==> config.mk <==
export PLATFORM = sky130hd
export DESIGN_NAME = fsm10_sched
export DESIGN_NICKNAME = d
export VERILOG_FILES = /design/src/rtl/fsm10_pkg.sv /design/src/rtl/rr_arb.sv /design/src/rtl/fsm10_sched.sv
export SDC_FILE = /design/constraint.sdc
export NUM_CORES = 1
export LEC_CHECK = 0
export CAP_MARGIN = 20
export CORE_MARGIN = 2
export CORE_UTILIZATION = 27
export DETAILED_ROUTE_END_ITERATION = 10
export REMOVE_ABC_BUFFERS = 1
export SLEW_MARGIN = 25
export SYNTH_ARGS = -nofsm -noshare
export SYNTH_HDL_FRONTEND = slang
export SYNTH_HIERARCHICAL = 1
export SYNTH_SLANG_ARGS = --single-unit
==> constraint.sdc <==
create_clock -name clk -period 3.6 [get_ports clk]
set_clock_uncertainty 0.1 [all_clocks]
set_input_delay 0.72 -clock clk [delete_from_list [all_inputs] [get_ports clk]]
set_output_delay 0.72 -clock clk [all_outputs]
set_load 0.02 [all_outputs]
==> src/rtl/fsm10_pkg.sv <==
// Shared types and helpers for the fsm10 sequencer and its round-robin scheduler.
// fsm10_next/fsm10_y1 are the reference transition and output rules for the sequencer.
package fsm10_pkg;

  typedef enum logic [3:0] {
    S0, S1, S2, S3, S4, S5, S6, S7, S8, S9
  } state_e;

  typedef enum logic [1:0] {
    SC_IDLE,
    SC_LAUNCH,
    SC_RUN,
    SC_FAULT
  } sched_state_e;

  function automatic state_e fsm10_next(input state_e s, input logic go, input logic jmp);
    state_e n;
    case (s)
      S0:                     n = go ? (jmp ? S3 : S1) : S0;
      S1:                     n = jmp ? S3 : S2;
      S2:                     n = S3;
      S3, S4, S5, S6, S7, S8: n = jmp ? S3 : state_e'(s + 4'd1);
      S9:                     n = jmp ? S3 : S0;
      default:                n = S0;
    endcase
    return n;
  endfunction

  function automatic logic fsm10_y1(input state_e s);
    return (s == S3);
  endfunction

endpackage

==> src/rtl/rr_arb.sv <==
// Combinational round-robin arbiter: first set request searching upward from ptr+1 with wrap.
module rr_arb #(
  parameter int unsigned N  = 4,
  parameter int unsigned IW = 2
) (
  input  logic [N-1:0]  req,
  input  logic [IW-1:0] ptr,
  output logic [N-1:0]  gnt,
  output logic [IW-1:0] idx
);

  logic [IW-1:0] cand;
  logic          found;

  always_comb begin
    gnt   = '0;
    idx   = '0;
    found = 1'b0;
    cand  = '0;
    for (int unsigned i = 1; i <= N; i++) begin
      cand = IW'((32'(ptr) + i) % N);
      if (!found && req[cand]) begin
        found     = 1'b1;
        gnt[cand] = 1'b1;
        idx       = cand;
      end
    end
  end

endmodule

==> src/rtl/fsm10_sched.sv <==
// Round-robin scheduler sharing one fsm10 sequencer; tracks it with a shadow state and
// cross-checks y1 every cycle, parking in SC_FAULT on a mismatch until err_clr_i.
module fsm10_sched
  import fsm10_pkg::*;
#(
  parameter int unsigned NREQ = 4,
  parameter int unsigned HW   = 4
) (
  input  logic               clk,
  input  logic               rst_n,
  input  logic [NREQ-1:0]    req_i,
  input  logic [NREQ-1:0]    short_i,
  input  logic [NREQ*HW-1:0] hold_i,
  input  logic               y1_i,
  input  logic               err_clr_i,
  output logic [NREQ-1:0]    gnt_o,
  output logic [NREQ-1:0]    done_o,
  output logic               busy_o,
  output logic               go_o,
  output logic               jmp_o,
  output logic               err_o,
  output state_e             shadow_o
);

  localparam int unsigned IW = $clog2(NREQ);

  sched_state_e    sc_q, sc_d;
  state_e          shadow_q, shadow_d;
  logic [IW-1:0]   ptr_q, ptr_d;
  logic [NREQ-1:0] gnt_q, gnt_d;
  logic [NREQ-1:0] done_q, done_d;
  logic            short_q, short_d;
  logic [HW-1:0]   hold_left_q, hold_left_d;
  logic            err_q, err_d;

  logic [NREQ-1:0] arb_gnt;
  logic [IW-1:0]   arb_idx;
  logic            y1_mismatch;

  rr_arb #(
    .N  (NREQ),
    .IW (IW)
  ) u_arb (
    .req (req_i),
    .ptr (ptr_q),
    .gnt (arb_gnt),
    .idx (arb_idx)
  );

  // Sequencer controls decode from flops only, so req_i/y1_i never reach go_o/jmp_o.
  always_comb begin
    go_o  = 1'b0;
    jmp_o = 1'b0;
    unique case (sc_q)
      SC_LAUNCH: begin
        go_o  = 1'b1;
        jmp_o = short_q;
      end
      SC_RUN:  jmp_o = (shadow_q == S3) && (hold_left_q != '0);
      default: ;
    endcase
  end

  assign y1_mismatch = (sc_q != SC_FAULT) && (y1_i != fsm10_y1(shadow_q));

  always_comb begin
    sc_d        = sc_q;
    shadow_d    = fsm10_next(shadow_q, go_o, jmp_o);
    ptr_d       = ptr_q;
    gnt_d       = gnt_q;
    done_d      = '0;
    short_d     = short_q;
    hold_left_d = hold_left_q;
    err_d       = err_q;

    unique case (sc_q)
      SC_IDLE: begin
        if (|req_i) begin
          sc_d        = SC_LAUNCH;
          gnt_d       = arb_gnt;
          ptr_d       = arb_idx;
          short_d     = short_i[arb_idx];
          hold_left_d = hold_i[arb_idx*HW +: HW];
        end
      end
      SC_LAUNCH: sc_d = SC_RUN;
      SC_RUN: begin
        if (jmp_o) begin
          hold_left_d = hold_left_q - HW'(1);
        end else if (shadow_q == S9) begin
          sc_d   = SC_IDLE;
          gnt_d  = '0;
          done_d = gnt_q;
        end
      end
      SC_FAULT: begin
        if (err_clr_i) begin
          sc_d     = SC_IDLE;
          err_d    = 1'b0;
          shadow_d = S0;
        end
      end
      default: sc_d = SC_IDLE;
    endcase

    // A y1 disagreement overrides any grant, launch or completion in this cycle.
    if (y1_mismatch) begin
      sc_d   = SC_FAULT;
      err_d  = 1'b1;
      gnt_d  = '0;
      done_d = '0;
      ptr_d  = ptr_q;
    end
  end

  always_ff @(posedge clk or negedge rst_n) begin
    if (!rst_n) begin
      sc_q        <= SC_IDLE;
      shadow_q    <= S0;
      ptr_q       <= IW'(NREQ - 1);
      gnt_q       <= '0;
      done_q      <= '0;
      short_q     <= 1'b0;
      hold_left_q <= '0;
      err_q       <= 1'b0;
    end else begin
      sc_q        <= sc_d;
      shadow_q    <= shadow_d;
      ptr_q       <= ptr_d;
      gnt_q       <= gnt_d;
      done_q      <= done_d;
      short_q     <= short_d;
      hold_left_q <= hold_left_d;
      err_q       <= err_d;
    end
  end

  assign gnt_o    = gnt_q;
  assign done_o   = done_q;
  assign busy_o   = (sc_q != SC_IDLE);
  assign err_o    = err_q;
  assign shadow_o = shadow_q;

endmodule

Word-level counts from Yosys, hierarchy flattened
Cells that the tools add are included.
- register bits after elaboration: 22
- latch bits: 0
- RAM bits: 0
- bits in read-only memories: 0
- input bits: 28
- output and inout bits: 16
- logic and storage cells: 136
- memories: 0
- add/subtract/negate cells: 6
- multipliers: 0
- divide/modulo/power cells: 0
- magnitude comparators: 9
- equal/unequal tests: 20
- shift-type cells: 1
- multiplexer cells: 60
- bitwise operators: 4
- reductions and logical operators: 28
- operator list (kind ; count):
    two-way mux 4 bit ; 17
    two-way mux 2 bit ; 12
    one-hot mux 4 bit (5 select lines) ; 1
    two-way mux 1 bit ; 17
    == test 4 x 3 -> 1 bit, second input constant ; 4
    one-hot mux 4 bit (2 select lines) ; 2
    indexed part select 16 x 5 -> 4 bit ; 1
    less-than comparator 2 x 3 -> 1 bit, second input constant ; 5
    inequality test 3 bit, second input constant ; 4
    bitwise OR 4 bit ; 3
    binary-select mux 1 bit (select 2 bit) ; 5
    logical AND 1 bit ; 9
    demux 1 bit (select 2 bit) ; 4
    == test 4 x 2 -> 1 bit, second input constant ; 2
    == test 4 bit, second input constant ; 2
    greater-or-equal comparator 2 x 1 -> 1 bit, second input constant ; 4
    one-hot mux 2 bit (4 select lines) ; 1
    AND reduction 4 bit ; 2
    nonzero test 2 bit ; 4
    inequality test 2 bit, second input constant ; 3
    AND reduction 3 bit ; 2
    OR reduction 6 bit ; 1
    adder 2 x 1 -> 2 bit, second input constant ; 2
    adder 2 bit, second input constant ; 2
    15 further kinds ; 19

Depth between registers and ports, before layout
- depth in word-level cells: 16
- gate-level depth with buffers: 10
- depth with buffers taken out: 8

Cells and area by module
Netlist, hierarchy kept.
- modules (own cells, without submodules) (module ; instances ; cells an instance ; area each (µm²) ; sequential area each (µm²)):
    fsm10_sched ; 1 ; 148 ; 1505.2 ; 553.0
    rr_arb ; 1 ; 59 ; 490.5 ; 0.0

Worst setup path after synthesis
Ideal clock, no wire load.
- path type: reg2reg
- from: register ptr_q[0]
- to: register short_q
- setup time: 0.125 ns
- data arrival time: 3.025 ns
- required time: 3.375 ns
- slack: 0.351 ns
- cell stages (with the launch flop): 10
- buffers on the path: 2
- clock period less this slack: 3.249 ns
- cells stage by stage: dfstp_2 -> buf_4 -> inv_1 -> ha_1 -> mux4_2 -> o21ai_1 -> a2bb2oi_1 -> clkbuf_1 -> mux4_2 -> mux2_2
- cells in the longest elaborated chain, start to end: 15
- elaborated cells between the ends (all ways): 27
- those cells by class: 4 x add/sub; 17 x mux; 6 x reduce/logical
- RTL lines (item ; RTL line ; source):
    start, declared ; fsm10_sched.sv:29 ; logic [IW-1:0] ptr_q, ptr_d;
    start signal, assigned ; fsm10_sched.sv:120 ; ptr_q <= IW'(NREQ - 1);
    start signal, assigned ; fsm10_sched.sv:129 ; ptr_q <= ptr_d;
    adder 2 x 1 -> 2 bit ; rr_arb.sv:21 ; cand = IW'((32'(ptr) + i) % N);
    binary-select mux 1 bit (select 2 bit) ; rr_arb.sv:22 ; if (!found && req[cand]) begin
    two-way mux 1 bit (implied by the code) ; rr_arb.sv:22 ;
    two-way mux 1 bit ; rr_arb.sv:22 ;
    zero test 1 bit ; rr_arb.sv:22 ;
    logical AND 1 bit ; rr_arb.sv:22 ;
    two-way mux 1 bit ; rr_arb.sv:22 ;
    zero test 1 bit ; rr_arb.sv:22 ;
    logical AND 1 bit ; rr_arb.sv:22 ;
    two-way mux 1 bit ; rr_arb.sv:22 ;
    zero test 1 bit ; rr_arb.sv:22 ;
    logical AND 1 bit ; rr_arb.sv:22 ;
    two-way mux 2 bit * ; rr_arb.sv:22 ;
    named net arb_idx[0] ; fsm10_sched.sv:37 ; logic [IW-1:0] arb_idx;
    binary-select mux 1 bit (select 2 bit) * ; fsm10_sched.sv:82 ; short_d = short_i[arb_idx];
    two-way mux 1 bit (implied by the code) * ; fsm10_sched.sv:82 ;
    end signal, assigned ; fsm10_sched.sv:132 ; short_q <= short_d;
    end, declared ; fsm10_sched.sv:32 ; logic short_q, short_d;
Mark *: on every way through the listed nets, which the timed path passes. The rest lies on a longest branch. The select of a mux whose other input is x is not followed.
A chain may end at the register's enable or synchronous reset.

Worst setup path in the final report
- from: register shadow_q[0] (netlist: shadow_o[0])
- to: output jmp_o
- cells in the longest elaborated chain, start to end: 3
- RTL lines (item ; RTL line ; source):
    start, declared ; fsm10_sched.sv:28 ; state_e shadow_q, shadow_d;
    start signal, assigned ; fsm10_sched.sv:128 ; shadow_q <= shadow_d;
    == test 4 x 2 -> 1 bit ; fsm10_sched.sv:59 ; SC_RUN: jmp_o = (shadow_q == S3) && (hold_left_q != '0);
    logical AND 1 bit ; fsm10_sched.sv:59 ;
    one-hot mux 1 bit (2 select lines) ; fsm10_sched.sv:54 ; unique case (sc_q)
    end, declared ; fsm10_sched.sv:20 ; output logic jmp_o,
Every way passes these cells.

==> flow_metrics.env <==
export IMPL_timing_final_setup_violations=0
export IMPL_grt_max_degree=22
export IMPL_initial_core_utilization_pct=27.66
export IMPL_global_route_overflow_total=0
export IMPL_final_setup_tns_ps=0
export IMPL_worstSkewPairLatency_ps=260
export IMPL_dieArea_um2=8095
export IMPL_regToRegSetupSlack_ps=540
export IMPL_gp_routability_congestion=0.8324
export IMPL_arrival_ps=2570
export IMPL_synth_largest_area_cell="sky130_fd_sc_hd__dfrtp_1"
export IMPL_layout_worst_path_cycle_share_pct=94.05
export IMPL_hold_path_class="input port to async pin"
export IMPL_routedLengthMet1_um=2296
export IMPL_data_required_time_of_the_worst_path_ps=2780
export IMPL_worst_r2r_startpoint="ptr_q[1]$_DFFE_PN1P_"
export IMPL_clkSinkCount=22
export IMPL_synthDominantCellAreaShare_pct=25.08
export IMPL_highest_cell_delay_on_the_worst_timing_path_ps=690
export IMPL_insertedDiodeCount=0
export IMPL_tritonroute_pass_1_iters=4
export IMPL_ys_ff_latch=22
export IMPL_ir_drop_mv=0.2876
export IMPL_die_w_um=89.97
export IMPL_core_rowCount=31
export IMPL_first_global_vias=1643
export IMPL_nNetsFinal=300
export IMPL_die_h_um=89.97
export IMPL_postRouteWirelength_um=4512
export IMPL_number_of_enable_flip_flop_cells_after_synthesis=0
export IMPL_cts_buffers_inserted=3
export IMPL_area_delta_synth_final_pct=30.91
export IMPL_avgViaCountPerCell=4.683
export IMPL_grt_first_pass_wirelength_um=7783
export IMPL_worst_path_dominant_cell_family="simple AND/OR/NAND/NOR gates"
export IMPL_post_cts_setup_buffer_count=0
export IMPL_hold_viol_final=0
export IMPL_cts_root_buf="sky130_fd_sc_hd__clkbuf_8"
export IMPL_drt_antenna_violating_nets=0
export IMPL_global_route_usage_over_all_layers_pct=11.38
export IMPL_ctsHtreeMaxLevel=1
export IMPL_synth_area_top_cells="sky130_fd_sc_hd__dfrtp_1 25%, sky130_fd_sc_hd__ha_1 11%, sky130_fd_sc_hd__mux4_2 7.9%, sky130_fd_sc_hd__nand2_1 4.1%, sky130_fd_sc_hd__mux2i_1 4.0%"
export IMPL_layout_drive_gt1_share_pct=14.96
export IMPL_rsz0062_at_grt="no"
export IMPL_postSynth_asyncResetShare_pct=100.0
export IMPL_drcViolationCount=0
export IMPL_worst_setup_hold_path_clk_slew_ps=90
export IMPL_initialDrtViolationCount=75
export IMPL_timing_critical_path_cells="ha_1 -> nor3b_4 -> a32oi_1 -> nor2b_1 -> clkdlybuf4s50_1"
export IMPL_critical_path_max_fanout=6
export IMPL_setup_worst_path_start_class="flip-flop"
export IMPL_synth_top_cells_by_count="22 x sky130_fd_sc_hd__nand2_1, 20 x sky130_fd_sc_hd__dfrtp_1, 17 x sky130_fd_sc_hd__ha_1, 17 x sky130_fd_sc_hd__inv_1, 13 x sky130_fd_sc_hd__nor2_1"
export IMPL_seq_area_frac_synth_pct=27.71
export IMPL_postCtsResizedCells=0
export IMPL_initial_antenna_violation_count=0
export IMPL_num_vias=1653
export IMPL_holdBufCountCts=0
export IMPL_critical_path_sink_type="output pin"
export IMPL_wire_per_inst_um=12.78
export IMPL_relSlewSlack_pct=52.72
export IMPL_crit_path_top_delay_cell="sky130_fd_sc_hd__clkdlybuf4s50_1"
export IMPL_worst_r2r_path_depth=8
export IMPL_synthDistinctLibCells=55
export IMPL_port_buffers=43
export IMPL_maximum_count_of_clock_buffers_along_a_single_path=2
export IMPL_top_layer="met4"
export IMPL_tritoncts_clock_tree="done"
export IMPL_maxClockFrequency_ghz=0.2953
export IMPL_final_min_clock_period_ps=3386
export IMPL_maxCapViolCount=0
export IMPL_met2WireLength_um=1952
export IMPL_synthesis_area_um2=1996
export IMPL_timing_setup_critical_path_class="flip-flop to output pin"
export IMPL_detailedPlacementHpwl_um=3588
export IMPL_report_final_slew_viol_count=0
export IMPL_main_flop_type_after_synthesis="sky130_fd_sc_hd__dfrtp_1"
export IMPL_boundaryPins=44
export IMPL_tightestPinTransition_ps=702.7
export IMPL_p_per_area_nw_per_um2=788.1
export IMPL_critPathLaunch="shadow_o[0]$_DFF_PN0_"
export IMPL_wl_met3_um=192
export IMPL_r2r_end="short_q$_DFFE_PN0P_"
export IMPL_fp_coreArea_um2=7214
export IMPL_postSynthCellCount=207
export IMPL_holdWs_ps=304.0
export IMPL_cp_num_buf_inv=1
export IMPL_p_leak_nw=1.105
export IMPL_syn_area_per_cell_um2=9.641
export IMPL_run_status="finished clean"
export IMPL_yosys_warnings=6
export IMPL_synth_most_common_cell="sky130_fd_sc_hd__nand2_1"
[layer usage]
metal | vias up | GRT usage [%]
li1 | 840 | -
met1 | 755 | 16.45
met2 | 54 | 17.80
met3 | 4 | 1.425
met4 | 0 | 3.462
met5 | - | 0
[worst register-to-register path: stages (launching register included)]
cell	delay, ps
sky130_fd_sc_hd__dfstp_2	650
sky130_fd_sc_hd__inv_1	150
sky130_fd_sc_hd__ha_1	420
sky130_fd_sc_hd__mux4_2	340
sky130_fd_sc_hd__o21ai_1	150
sky130_fd_sc_hd__a2bb2oi_1	160
sky130_fd_sc_hd__buf_4	190
sky130_fd_sc_hd__mux4_2	510
sky130_fd_sc_hd__mux2_2	270
[cell usage in the layout, fill, tap and decap left out, types with 5 or more instances in the layout]
| master | instances |
|---|---|
| sky130_fd_sc_hd__buf_4 | 7 |
| sky130_fd_sc_hd__o21ai_1 | 7 |
| sky130_fd_sc_hd__nor2_1 | 13 |
| sky130_fd_sc_hd__mux4_2 | 7 |
| sky130_fd_sc_hd__nand2_1 | 22 |
| sky130_fd_sc_hd__inv_1 | 17 |
| sky130_fd_sc_hd__nor2b_1 | 5 |
| sky130_fd_sc_hd__nor3_1 | 7 |
| sky130_fd_sc_hd__ha_1 | 17 |
| sky130_fd_sc_hd__clkdlybuf4s50_1 | 42 |
| sky130_fd_sc_hd__dfrtp_1 | 20 |
| sky130_fd_sc_hd__mux2i_1 | 8 |
| sky130_fd_sc_hd__a21oi_1 | 7 |
[per-stage QoR]
step	worst slack [ps]	cell area, µm²	cells	util (%)	power [mW]
after floorplan	239.8	1939	200	-	1.464
after global placement	204.6	2546	349	35.29	1.817
after detailed placement	134.1	2546	349	35.29	1.834
after CTS	191.1	2618	353	36.28	2.076
after global routing	33.60	2613	353	36.21	2.250
final	214.0	2613	353	36.21	2.059
[cell type report]
| type | instances | area [µm²] |
|---|---|---|
| fillers | 744 | 4602 |
| well taps | 99 | 123.9 |
| clock buffers | 3 | 41.29 |
| clock inverters | 1 | 30.03 |
| flip-flops and latches | 22 | 553.0 |
| multi-input cells | 160 | 1319 |
| repair buffers | 50 | 478.0 |
| inverters | 18 | 67.56 |
[worst max-delay path by stage]
| stage | to | slack, ps | depth (start not counted) |
|---|---|---|---|
| 2_1_floorplan | short_q$_DFFE_PN0P_ | 240 | 7 |
| 3_3_place_gp | short_q$_DFFE_PN0P_ | 200 | 8 |
| 3_5_place_dp | short_q$_DFFE_PN0P_ | 130 | 8 |
| 4_1_cts | jmp_o | 190 | 5 |
| 5_1_grt | jmp_o | 30 | 5 |
| 6_report | jmp_o | 210 | 5 |
[logic make-up after synthesis]
logic type	count (synthesis)	share of synthesized area, %
simple gates	73	19.62
mux	20	14.92
xor+xnor	3	1.693
flops	22	27.71
compound gates	47	19.19
fa+ha+maj	17	10.66
buf+inv	25	6.206
[registers in the layout, summed over array words and instances (netlist names)]
register     flops
done_o           4
err_o            1
gnt_o            4
hold_left_q      4
ptr_q            2
sc_q             2
shadow_o         4
short_q          1
[power by group]
part	switching (mW)	internal (mW)	leakage [nW]
logic	0.726	0.675	0.793
clock network	0.0858	0.149	0.0357
registers	0.0855	0.337	0.276
Power figures use the tool's default switching activity.
